## src/rtl/key_encode.sv

```systemverilog
// key_encode: recovers the 2-bit index from a 4-line active-low one-cold group.
// Path: 2-flop synchronizer, group debouncer, registered priority encoder with press/release pulses.
module key_encode #(
  parameter int unsigned DEB_CYCLES = 500000,
  parameter int unsigned CNT_W      = 20
) (
  input  logic       clk,
  input  logic       rst,
  input  logic [3:0] k_n_i,
  input  logic       e_i,
  output logic [1:0] code_o,
  output logic       valid_o,
  output logic       multi_o,
  output logic       press_o,
  output logic       release_o
);

  localparam int unsigned LINES = 4;
  localparam int unsigned IDX_W = 2;
  localparam logic [CNT_W-1:0] CntLast = CNT_W'(DEB_CYCLES - 1);

  logic [LINES-1:0] s1_q, s2_q;
  logic [LINES-1:0] cand_q, cand_d;
  logic [LINES-1:0] stable_q, stable_d;
  logic [CNT_W-1:0] cnt_q, cnt_d;
  logic             accept_c;

  logic [IDX_W-1:0] code_q, code_d;
  logic             valid_q, valid_d;
  logic             multi_q, multi_d;
  logic             press_q, press_d;
  logic             release_q, release_d;

  logic [LINES-1:0] asserted_c;
  logic [IDX_W-1:0] low_idx_c;
  logic             any_c;
  logic             old_any_c;

  // Debounce: a new synchronized pattern must hold DEB_CYCLES edges past capture.
  always_comb begin
    cand_d   = cand_q;
    cnt_d    = cnt_q;
    stable_d = stable_q;
    accept_c = 1'b0;
    if (s2_q != cand_q) begin
      cand_d = s2_q;
      cnt_d  = '0;
    end else if (cand_q == stable_q) begin
      cnt_d = '0;
    end else if (cnt_q == CntLast) begin
      stable_d = cand_q;
      cnt_d    = '0;
      accept_c = 1'b1;
    end else begin
      cnt_d = cnt_q + CNT_W'(1);
    end
  end

  // Encoder works on the value being written to stable.
  always_comb begin
    asserted_c = ~stable_d;
    any_c      = |asserted_c;
    old_any_c  = |(~stable_q);
    low_idx_c  = '0;
    for (int i = LINES - 1; i >= 0; i--) begin
      if (asserted_c[i]) low_idx_c = IDX_W'(i);
    end
  end

  always_comb begin
    code_d    = any_c ? low_idx_c : code_q;
    valid_d   = any_c & ~e_i;
    // More than one bit set iff clearing the lowest set bit leaves something.
    multi_d   = ((asserted_c & (asserted_c - LINES'(1))) != '0) & ~e_i;
    press_d   = accept_c & ~e_i & any_c & (~old_any_c | (low_idx_c != code_q));
    release_d = accept_c & ~e_i & old_any_c & ~any_c;
  end

  always_ff @(posedge clk or posedge rst) begin
    if (rst) begin
      s1_q      <= '1;
      s2_q      <= '1;
      cand_q    <= '1;
      stable_q  <= '1;
      cnt_q     <= '0;
      code_q    <= '0;
      valid_q   <= 1'b0;
      multi_q   <= 1'b0;
      press_q   <= 1'b0;
      release_q <= 1'b0;
    end else begin
      s1_q      <= k_n_i;
      s2_q      <= s1_q;
      cand_q    <= cand_d;
      stable_q  <= stable_d;
      cnt_q     <= cnt_d;
      code_q    <= code_d;
      valid_q   <= valid_d;
      multi_q   <= multi_d;
      press_q   <= press_d;
      release_q <= release_d;
    end
  end

  assign code_o    = code_q;
  assign valid_o   = valid_q;
  assign multi_o   = multi_q;
  assign press_o   = press_q;
  assign release_o = release_q;

endmodule

```

## config.mk

```make
export PLATFORM = sky130hd
export DESIGN_NAME = key_encode
export DESIGN_NICKNAME = d
export VERILOG_FILES = /design/src/rtl/key_encode.sv
export SDC_FILE = /design/constraint.sdc
export NUM_CORES = 1
export LEC_CHECK = 0
export BUFFER_PORTS_ARGS = -buffer_cell sky130_fd_sc_hd__buf_2
export CORE_MARGIN = 2
export CORE_UTILIZATION = 25
export CTS_CLUSTER_DIAMETER = 60
export DETAILED_ROUTE_END_ITERATION = 10
export GPL_TIMING_DRIVEN = 0
export PLACE_DENSITY_LB_ADDON = 0.1
export SLEW_MARGIN = 15
export SYNTH_ARGS = -nofsm -noshare
export SYNTH_HDL_FRONTEND = slang
export SYNTH_SLANG_ARGS = --single-unit
```

## constraint.sdc

```tcl
create_clock -name clk -period 3.3 [get_ports clk]
set_input_delay 0.33 -clock clk [delete_from_list [all_inputs] [get_ports clk]]
set_output_delay 0.33 -clock clk [all_outputs]
set_load 0.1 [all_outputs]
```

==> impl_metrics.toml, run 1 <==
[detailed_routing]
viasPerCell = 4.63
drc = 0
antenna_left = 0
dr.first_iter.drc_count = 73
vias = 1481
drt-total-wl_um = 4450
dr.pass1.iters = 4
wire_per_inst_um = 13.9

[critical_path]
cp-startpoint = "cand_q[2]$_DFFE_PP1N_"
r2r_end = "code_o[0]$_DFFE_PP0N_"
crit_type = "flop to flop"
rr_worst_depth = 6
end_kind = "flop"
reg2reg_from = "cand_q[2]$_DFFE_PP1N_"
cp_max_fo = 8
crit_arrival_ps = 2570
start_kind = "flop"
ff2ff_setup_slack_ps = 920
critPathRequiredTime_ps = 3490
endpoint = "code_o[0]$_DFFE_PP0N_"

[pwr]
leakagePower_nw = 0.905
ir_drop_uv = 124
power_density_mw_per_mm2 = 394
total_power_mw = 0.934

[timing]
fmax_mhz = 421
setup_tns_ps = 0
finClkSkew_ps = 8.35
tightest_slew_ps = 538
slew_viol_final = 0
rsz0062_at_grt = "no"
setup_viol = 0
period_share = 0.721
layout_min_cycle_time_ps = 2380
slew_headroom = 0.641
hold_viol = 0

[cts]
cts_tree = "built"
clock-sinks = 42
cts-root-buf = "clkbuf_8"
ctsResizeCount = 0
clkSlewWorstSetupHoldPaths_ps = 90
cts-htree-levels = 2
clk_latency_ps = 300
cts_made_buffers = 5
postCtsSetupRepairBufs = 0
clockBufferDepth = 2

[place]
gp_congestion = 0.712
portBuffers = 12
dpl.hpwl_um = 3020

[floorplan]
initial_core_util = 0.255
die_area_mm2 = 0.00900
coreArea_mm2 = 0.00809
die_w_um = 94.8
rows = 33
die_h_um = 94.8
io_pins = 13

[synthesis]
synth.avg_cell_area_um2 = 10.7
synth.top_cell.area_share = 0.315
synth-main-ff-cell = "dfrtp_1"
syn_inst = 193
synthesis.nets = 201
yosysTopAreaCell = "dfrtp_1"
ys_warn_count = 0
synth-seq-cells = 42
synth_cell_types = 39
synth_area_mm2 = 0.00206
synth_seq_area_share = 0.519
yosys-top-cells-area = "dfrtp_1 32%, dfstp_2 20%, xor2_1 5.5%"
synth_edf_count = 0
synth-async-reset-ratio = 1.00

[cells_and_area]
area_delta_synth_final_pct = 15.0
final_net_count = 222
drive_gt1_frac = 0.233
antenna_cells = 0

[grt]
grt_usage = 0.114
grt_pass1_vias = 1511
grt_max_degree = 33
grt.overflow.total = 0
grt_pass1_wl_um = 7850
antenna_found_initial = 0

[flow_run]
maxCapViolations = 0

[min_path]
hp-class = "primary input to flop"

[outcome]
outcome = "completed"
-- what timing repair did --
item                                    CTS  global route
hold endpoints to repair                  6             0
endpoints found under the setup margin    0             0
hold buffers                              1             0
-- worst max-delay path, cell delays in order (launching register included) --
cell,delay (ps)
dfstp_2,520
clkbuf_1,310
xor2_1,120
nor4_1,410
nor4b_1,270
buf_2,300
mux2_1,340
-- cell type report --
class | count | area [um^2]
Fill cell | 889 | 5720
Sequential cell | 42 | 1070
Multi-Input combinational cell | 132 | 915
Tap cell | 105 | 131
Timing Repair Buffer | 14 | 90.1
Clock buffer | 5 | 68.8
Buffer | 15 | 62.6
Clock inverter | 3 | 20.0
Inverter | 4 | 15.0
-- how the worst min path moves through the flow --
stage                                 start               endpoint  slack [ps]  depth (start not counted)
after floorplan                    k_n_i[0]      s1_q[0]$_DFF_PP1_         330                          0
after global placement    s1_q[1]$_DFF_PP1_      s2_q[1]$_DFF_PP1_         350                          0
after detailed placement                rst  code_o[1]$_DFFE_PP0N_         280                          2
after CTS                          k_n_i[1]      s1_q[1]$_DFF_PP1_         110                          1
after global routing               k_n_i[3]      s1_q[3]$_DFF_PP1_         100                          1
final                              k_n_i[1]      s1_q[1]$_DFF_PP1_         130                          1
-- placed cells by master (no fill, tap or decap), types with 6 or more instances in the layout --
master,Yosys,layout
dfrtp_1,26,26
nor3_1,19,19
buf_2,5,17
dfstp_2,16,16
nand2_1,14,14
xor2_1,13,13
clkbuf_1,10,10
xnor2_1,9,9
nand3_1,7,7
nand4_1,7,7
o21ai_0,6,6
-- logic make-up (layout without fill, tap and decap cells) --
kind of cell	count (synthesis)	in the layout	share of synthesized area
compound gates	21	21	0.0691
mux	8	8	0.0412
xor+xnor	22	22	0.0934
fa+ha+maj	3	3	0.0158
flops	42	42	0.519
buf+inv	19	41	0.0376
simple gates	78	78	0.224
-- cells in the mapped netlist (all sizes together) (2+ instances only) --
cell,instances
a211oi,5
a21boi,2
a31oi,2
and4,3
buf,5
clkbuf,10
dfrtp,26
dfstp,16
inv,4
maj3,2
mux2,4
mux2i,4
nand2,14
nand2b,4
nand3,8
nand4,9
nor2,3
nor3,19
nor4,3
nor4b,3
o211ai,3
o21ai,6
or3,5
or4,2
xnor2,9
xor2,13
-- power by group --
| group | internal, mW | switching, mW |
|---|---|---|
| Sequential | 0.530 | 0.00369 |
| Combinational | 0.0191 | 0.0408 |
| Clock | 0.149 | 0.191 |
| Total | 0.698 | 0.236 |
-- metal layers --
layer | vias up | track usage | wire [um]
met1 | 724 | 0.161 | 2360
li1 | 736 | - | -
met3 | 6 | 0.0271 | 133
met2 | 15 | 0.171 | 1890
met4 | 0 | 0.0399 | 69
met5 | - | 0 | 0
-- flip-flops by register name, summed over array words and instances (netlist names), 2 cells and up --
register,flops
cand_q,4
stable_q,4
s1_q,4
cnt_q,20
s2_q,4
code_o,2
-- stage by stage --
stage / utilization / instance area (um^2) / hold WS [ps] / setup WS, ps / cells
after floorplan: - / 2060 / 334 / 1240 / 193
final: 0.293 / 2370 / 126 / 922 / 320
after CTS: 0.293 / 2370 / 114 / 868 / 320
after global placement: 0.279 / 2250 / 346 / 885 / 310
after detailed placement: 0.281 / 2270 / 282 / 893 / 311
after global routing: 0.293 / 2370 / 104 / 679 / 320
Power figures use the tool's default switching activity.
==> inputs of run 2 (changes only) <==
Clock period 3.3 ns to 2.1 ns, I/O delays scaled along.
==> run 2 against run 1 <==
Compared with the run above: via count rose by 2.4%; sequential share of layout area fell by 1.8 points; cell count rose by 1.3%; first-iteration DRC count fell by 18%; clock power rose by 57%; hold slack improved by 88 ps; register-to-register slack got worse by 800 ps; sequential cell count did not move; critical path depth fell by 1; count of clock-buffer cells in the layout did not move; die area did not move; combinational power rose by 64%.
==> impl_metrics.toml, run 2 (synthesis results as in run 1) <==
[cts]
clk_latency_ps = 300
cts_tree = "built"
cts-htree-levels = 2
clockBufferDepth = 2
clock-sinks = 42
clkSlewWorstSetupHoldPaths_ps = 90
cts_made_buffers = 5
cts-root-buf = "clkbuf_8"

[place]
detailed_place.area_mm2 = 0.00227
gp_congestion = 0.712
dpl.hpwl_um = 3020
portBuffers = 12
post-place-cells = 311
dp_slack_ps = -307

[pwr]
ir_drop_uv = 194
leakagePower_nw = 0.946
total_power_mw = 1.48
power_density_mw_per_mm2 = 596

[detailed_routing]
vias = 1516
antenna_left = 0
dr.pass1.iters = 4
dr.first_iter.drc_count = 60
wire_per_inst_um = 14.0
drc = 0
viasPerCell = 4.68
drt-total-wl_um = 4540

[floorplan]
coreArea_mm2 = 0.00809
die_area_mm2 = 0.00900
initial_core_util = 0.255
rows = 33
die_w_um = 94.8
io_pins = 13
die_h_um = 94.8

[critical_path]
r2r_end = "code_o[0]$_DFFE_PP0N_"
reg2reg_from = "cand_q[3]$_DFFE_PP1N_"
crit_type = "flop to flop"
start_kind = "flop"
end_kind = "flop"
rr_worst_depth = 5
cp_max_fo = 8
critPathRequiredTime_ps = 2290
crit_arrival_ps = 2170
ff2ff_setup_slack_ps = 120

[cells_and_area]
final_common_cell = "dfrtp_1"
largest_reg_flops = 20
drive_gt1_frac = 0.288
final_net_count = 226
antenna_cells = 0
fin_area_mm2 = 0.00248
largest_register = "cnt_q"
num-fill-cells = 884
layout_common_cells = "25 x dfrtp_1, 19 x nor3_1, 16 x dfstp_2, 14 x buf_2, 14 x nand2_1"
finalCoreUtilization = 0.306
layout.cells.non_filler = 324
area_delta_synth_final_pct = 20.0

[timing]
finClkSkew_ps = 6.48
hold_ws_ps = 214
layout_min_cycle_time_ps = 1980
setup_slack_ps = 120
fmax_mhz = 505
slew_headroom = 0.679
setup_tns_ps = 0
rsz0062_at_grt = "yes"
period_share = 0.943
slew_viol_final = 0
hold_viol = 0
setup_viol = 0
tightest_slew_ps = 485

[grt]
met2_usage = 0.171
grt_max_degree = 33
grt_pass1_vias = 1520
use_met1 = 0.164
antenna_found_initial = 0
grt_usage = 0.115
grtUsageMet3 = 0.0263
grt.overflow.total = 0
grt-busiest-layer = "met2"
grt_pass1_wl_um = 7910

[flow_run]
maxCapViolations = 0

[min_path]
hold_path_end = "multi_o$_DFF_PP0_"
hold_start = "e_i"
whs_path_depth = 4
hp-class = "primary input to flop"

[outcome]
outcome = "completed"
run 2: worst max path at each step:
stage	to	start
after CTS	code_o[0]$_DFFE_PP0N_	cand_q[0]$_DFFE_PP1N_
final	code_o[0]$_DFFE_PP0N_	cand_q[3]$_DFFE_PP1N_
after global routing	code_o[0]$_DFFE_PP0N_	cand_q[3]$_DFFE_PP1N_
after global placement	code_o[0]$_DFFE_PP0N_	cand_q[2]$_DFFE_PP1N_
after floorplan	code_o[0]$_DFFE_PP0N_	cand_q[2]$_DFFE_PP1N_
after detailed placement	code_o[0]$_DFFE_PP0N_	cand_q[2]$_DFFE_PP1N_
run 2: where the power goes:
| part | total [mW] | internal (mW) | leakage [nW] | switching, mW |
|---|---|---|---|---|
| Combinational | 0.0980 | 0.0359 | 0.373 | 0.0621 |
| Sequential | 0.845 | 0.833 | 0.524 | 0.0115 |
| Clock | 0.534 | 0.235 | 0.0484 | 0.299 |
run 2: routing by layer:
layer | vias to the layer above | share of wire
met5 | - | 0
li1 | 744 | -
met2 | 25 | 0.43
met4 | 0 | 0.015
met3 | 6 | 0.036
met1 | 741 | 0.52
run 2: repair_timing:
item	CTS	global route
resized for setup	9	7
pin swaps	0	1
hold buffers	4	1
hold endpoints to repair	9	1
endpoints found under the setup margin	30	29
buffers inserted	2	2
run 2: cell type report:
class	instances	area (um^2)	area share
Clock inverter	3	20.0	0.00808
Clock buffer	5	68.8	0.0278
Sequential cell	42	1070	0.433
Timing Repair Buffer	22	160	0.0647
Tap cell	105	131	0.0531
Inverter	4	15.0	0.00606
Buffer	11	52.6	0.0212
Multi-Input combinational cell	132	956	0.386
run 2: worst max-delay path, stage by stage (launching register included):
cell and delay [ps]:
dfstp_2 630, xor2_1 110, nor4_2 360, nor4b_2 250, buf_4 200, mux2_1 320
==> inputs of run 3 (changes only) <==
Settings changed: ABC_AREA from default to 1.
==> run 3 against run 2 <==
Compared with the run above: hold slack worse by 120 ps; area after synthesis up 5.3%; synthesized cell count up 37%.
==> impl_metrics.toml, run 3 <==
[floorplan]
io_pins = 13
die_h_um = 97.2
die_area_mm2 = 0.00945
coreArea_mm2 = 0.00855
die_w_um = 97.2
rows = 34
initial_core_util = 0.254

[grt]
grt_usage = 0.0970
grt_pass1_vias = 1619
grt_pass1_wl_um = 7550
met2_usage = 0.153
grt-busiest-layer = "met2"
grtUsageMet3 = 0.0230
use_met1 = 0.133
grt_max_degree = 33
grt.overflow.total = 0
antenna_found_initial = 0

[place]
dpl.hpwl_um = 3150
gp_congestion = 0.754
portBuffers = 12
post-place-cells = 385
detailed_place.area_mm2 = 0.00239

[cells_and_area]
final_common_cell = "nand2_1"
area_delta_synth_final_pct = 20.3
largest_register = "cnt_q"
layout.cells.non_filler = 403
antenna_cells = 0
drive_gt1_frac = 0.288
final_net_count = 302
fin_area_mm2 = 0.00261
largest_reg_flops = 20
layout_common_cells = "55 x nand2_1, 37 x nor2_1, 30 x inv_1, 25 x dfrtp_1"

[critical_path]
cp_slowest_stage_delay_ps = 600
path_buf_inv = 1
end_kind = "flop"
critPathRequiredTime_ps = 2290
reg2reg_from = "cand_q[2]$_DFFE_PP1N_"
start_kind = "flop"
crit_family = "simple AND/OR/NAND/NOR gates"
path_cells = "inv_1, nand2_1, nand2_2, nor2_4, nand2_4, nor2_8, nand2_2, nand2_1, nand2_2, nand2_4, nand2_1, nand2_1, nand3_1, nor2_1, nor2_1"
crit_type = "flop to flop"
crit_arrival_ps = 2100
cp-startpoint = "cand_q[2]$_DFFE_PP1N_"
cpMostUsedCell = "nand2_1"
slowest_stage = "dfstp_2"
cp_max_fo = 6

[cts]
clk_latency_ps = 300
clkSlewWorstSetupHoldPaths_ps = 80
cts_tree = "built"
cts-root-buf = "clkbuf_8"
cts-htree-levels = 2
clockBufferDepth = 2
cts_made_buffers = 5
clock-sinks = 42

[synthesis]
synth-xor-area-share = 0.0363
ys_top_cells_by_count = "57 x nand2_1, 39 x nor2_1, 31 x inv_1"
synth_cell_types = 29
synth-async-reset-ratio = 1.00
yosys-top-cells-area = "dfrtp_1 30%, dfstp_2 19%, nand2_1 9.9%"
synth_adder_area_share = 0.00576
synth_top_family_by_area = "simple AND/OR/NAND/NOR gates"
synth.top_cell.area_share = 0.300
yosys.area_share.simple = 0.333
syn_inst = 264
synth-seq-cells = 42
synthesis.nets = 272
synth_area_mm2 = 0.00217
synth.avg_cell_area_um2 = 8.23
yosysTopAreaCell = "dfrtp_1"
synthMuxAreaShare = 0
post-synth-top-count-cell = "nand2_1"
ys_warn_count = 0
synth_edf_count = 0
synth_seq_area_share = 0.493
synth_compound_area_frac = 0.0518
synth-main-ff-cell = "dfrtp_1"

[timing]
fmax_mhz = 526
setup_viol = 0
layout_min_cycle_time_ps = 1900
finClkSkew_ps = 6.72
period_share = 0.906
slew_viol_final = 0
slew_headroom = 0.678
setup_tns_ps = 0
hold_viol = 0
hold_ws_ps = 96.7
tightest_slew_ps = 486

[pwr]
ir_drop_uv = 217
power_density_mw_per_mm2 = 590
leakagePower_nw = 1.14

[min_path]
hp-class = "primary input to flop"
hold_start = "e_i"

[detailed_routing]
dr.first_iter.drc_count = 68
drc = 0
wire_per_inst_um = 10.6
dr.pass1.iters = 4
vias = 1625
antenna_left = 0
drt-total-wl_um = 4260
viasPerCell = 4.03

[outcome]
outcome = "completed"

[flow_run]
maxCapViolations = 0
-- run 3: changes by cell type after synthesis, moves of 7 or more --
| cell | change |
|---|---|
| inv_2 | +9 |
| nor2_1 | +36 |
| a21oi_1 | +10 |
| nand3_1 | +9 |
| xor2_1 | -7 |
| nand2_2 | +8 |
| nand2_1 | +43 |
| inv_1 | +27 |
| nor3_1 | -16 |
-- run 3: cell type report --
cell class	instances	area [um^2]
Inverter	41	154
Fill cell	917	5940
Multi-Input combinational cell	176	961
Clock buffer	6	93.8
Sequential cell	42	1070
Timing Repair Buffer	23	168
Clock inverter	2	10.0
Buffer	5	20.0
Tap cell	108	135
-- run 3: power by group --
part           internal (mW)  switching [mW]
combinational         0.0385          0.0683
clock                  0.302           0.290
sequential             0.833         0.00999
-- run 3: timing repair --
action	CTS	global route
gates resized for setup	0	10
buffers inserted	0	5
endpoints found under the hold margin	14	0
hold buffers	5	0
setup endpoints to repair	0	17
-- run 3: cells by family (layout without fill, tap and decap cells) --
kind of cell	Yosys count	after routing
adders and majority gates	1	1
AOI/OAI and AO/OA	21	21
xor gates and xnor gates	9	9
buffers and inverters	46	77
DFF	42	42
and+or+nand+nor	145	145
-- run 3: path summary, 6_finish.rpt --
| path | endpoint | slack, ps | depth (start not counted) |
|---|---|---|---|
| min in group asynchronous | cnt_q[16]$_DFF_PP0_ | 390 | 3 |
| min reg2reg | s2_q[2]$_DFF_PP1_ | 360 | 0 |
| max | press_o$_DFF_PP0_ | 200 | 15 |
| max reg2reg | press_o$_DFF_PP0_ | 200 | 15 |
| max in group asynchronous | stable_q[1]$_DFF_PP1_ | 1190 | 4 |
| min | valid_o$_DFF_PP0_ | 100 | 2 |
-- run 3: layer usage --
metal,part of all wire,vias up,wire length (um)
met5,0,-,0
met1,0.51,734,2190
met3,0.034,4,144
met2,0.44,17,1870
li1,-,870,-
met4,0.012,0,53
-- run 3: through the flow --
step	power, mW	utilization	setup slack, ps
floorplan	0.927	-	299
global placement	0.951	0.277	87.1
detailed placement	0.957	0.279	75.1
CTS	1.58	0.297	52.9
global route	1.63	0.306	-2.62
finish	1.54	0.306	197
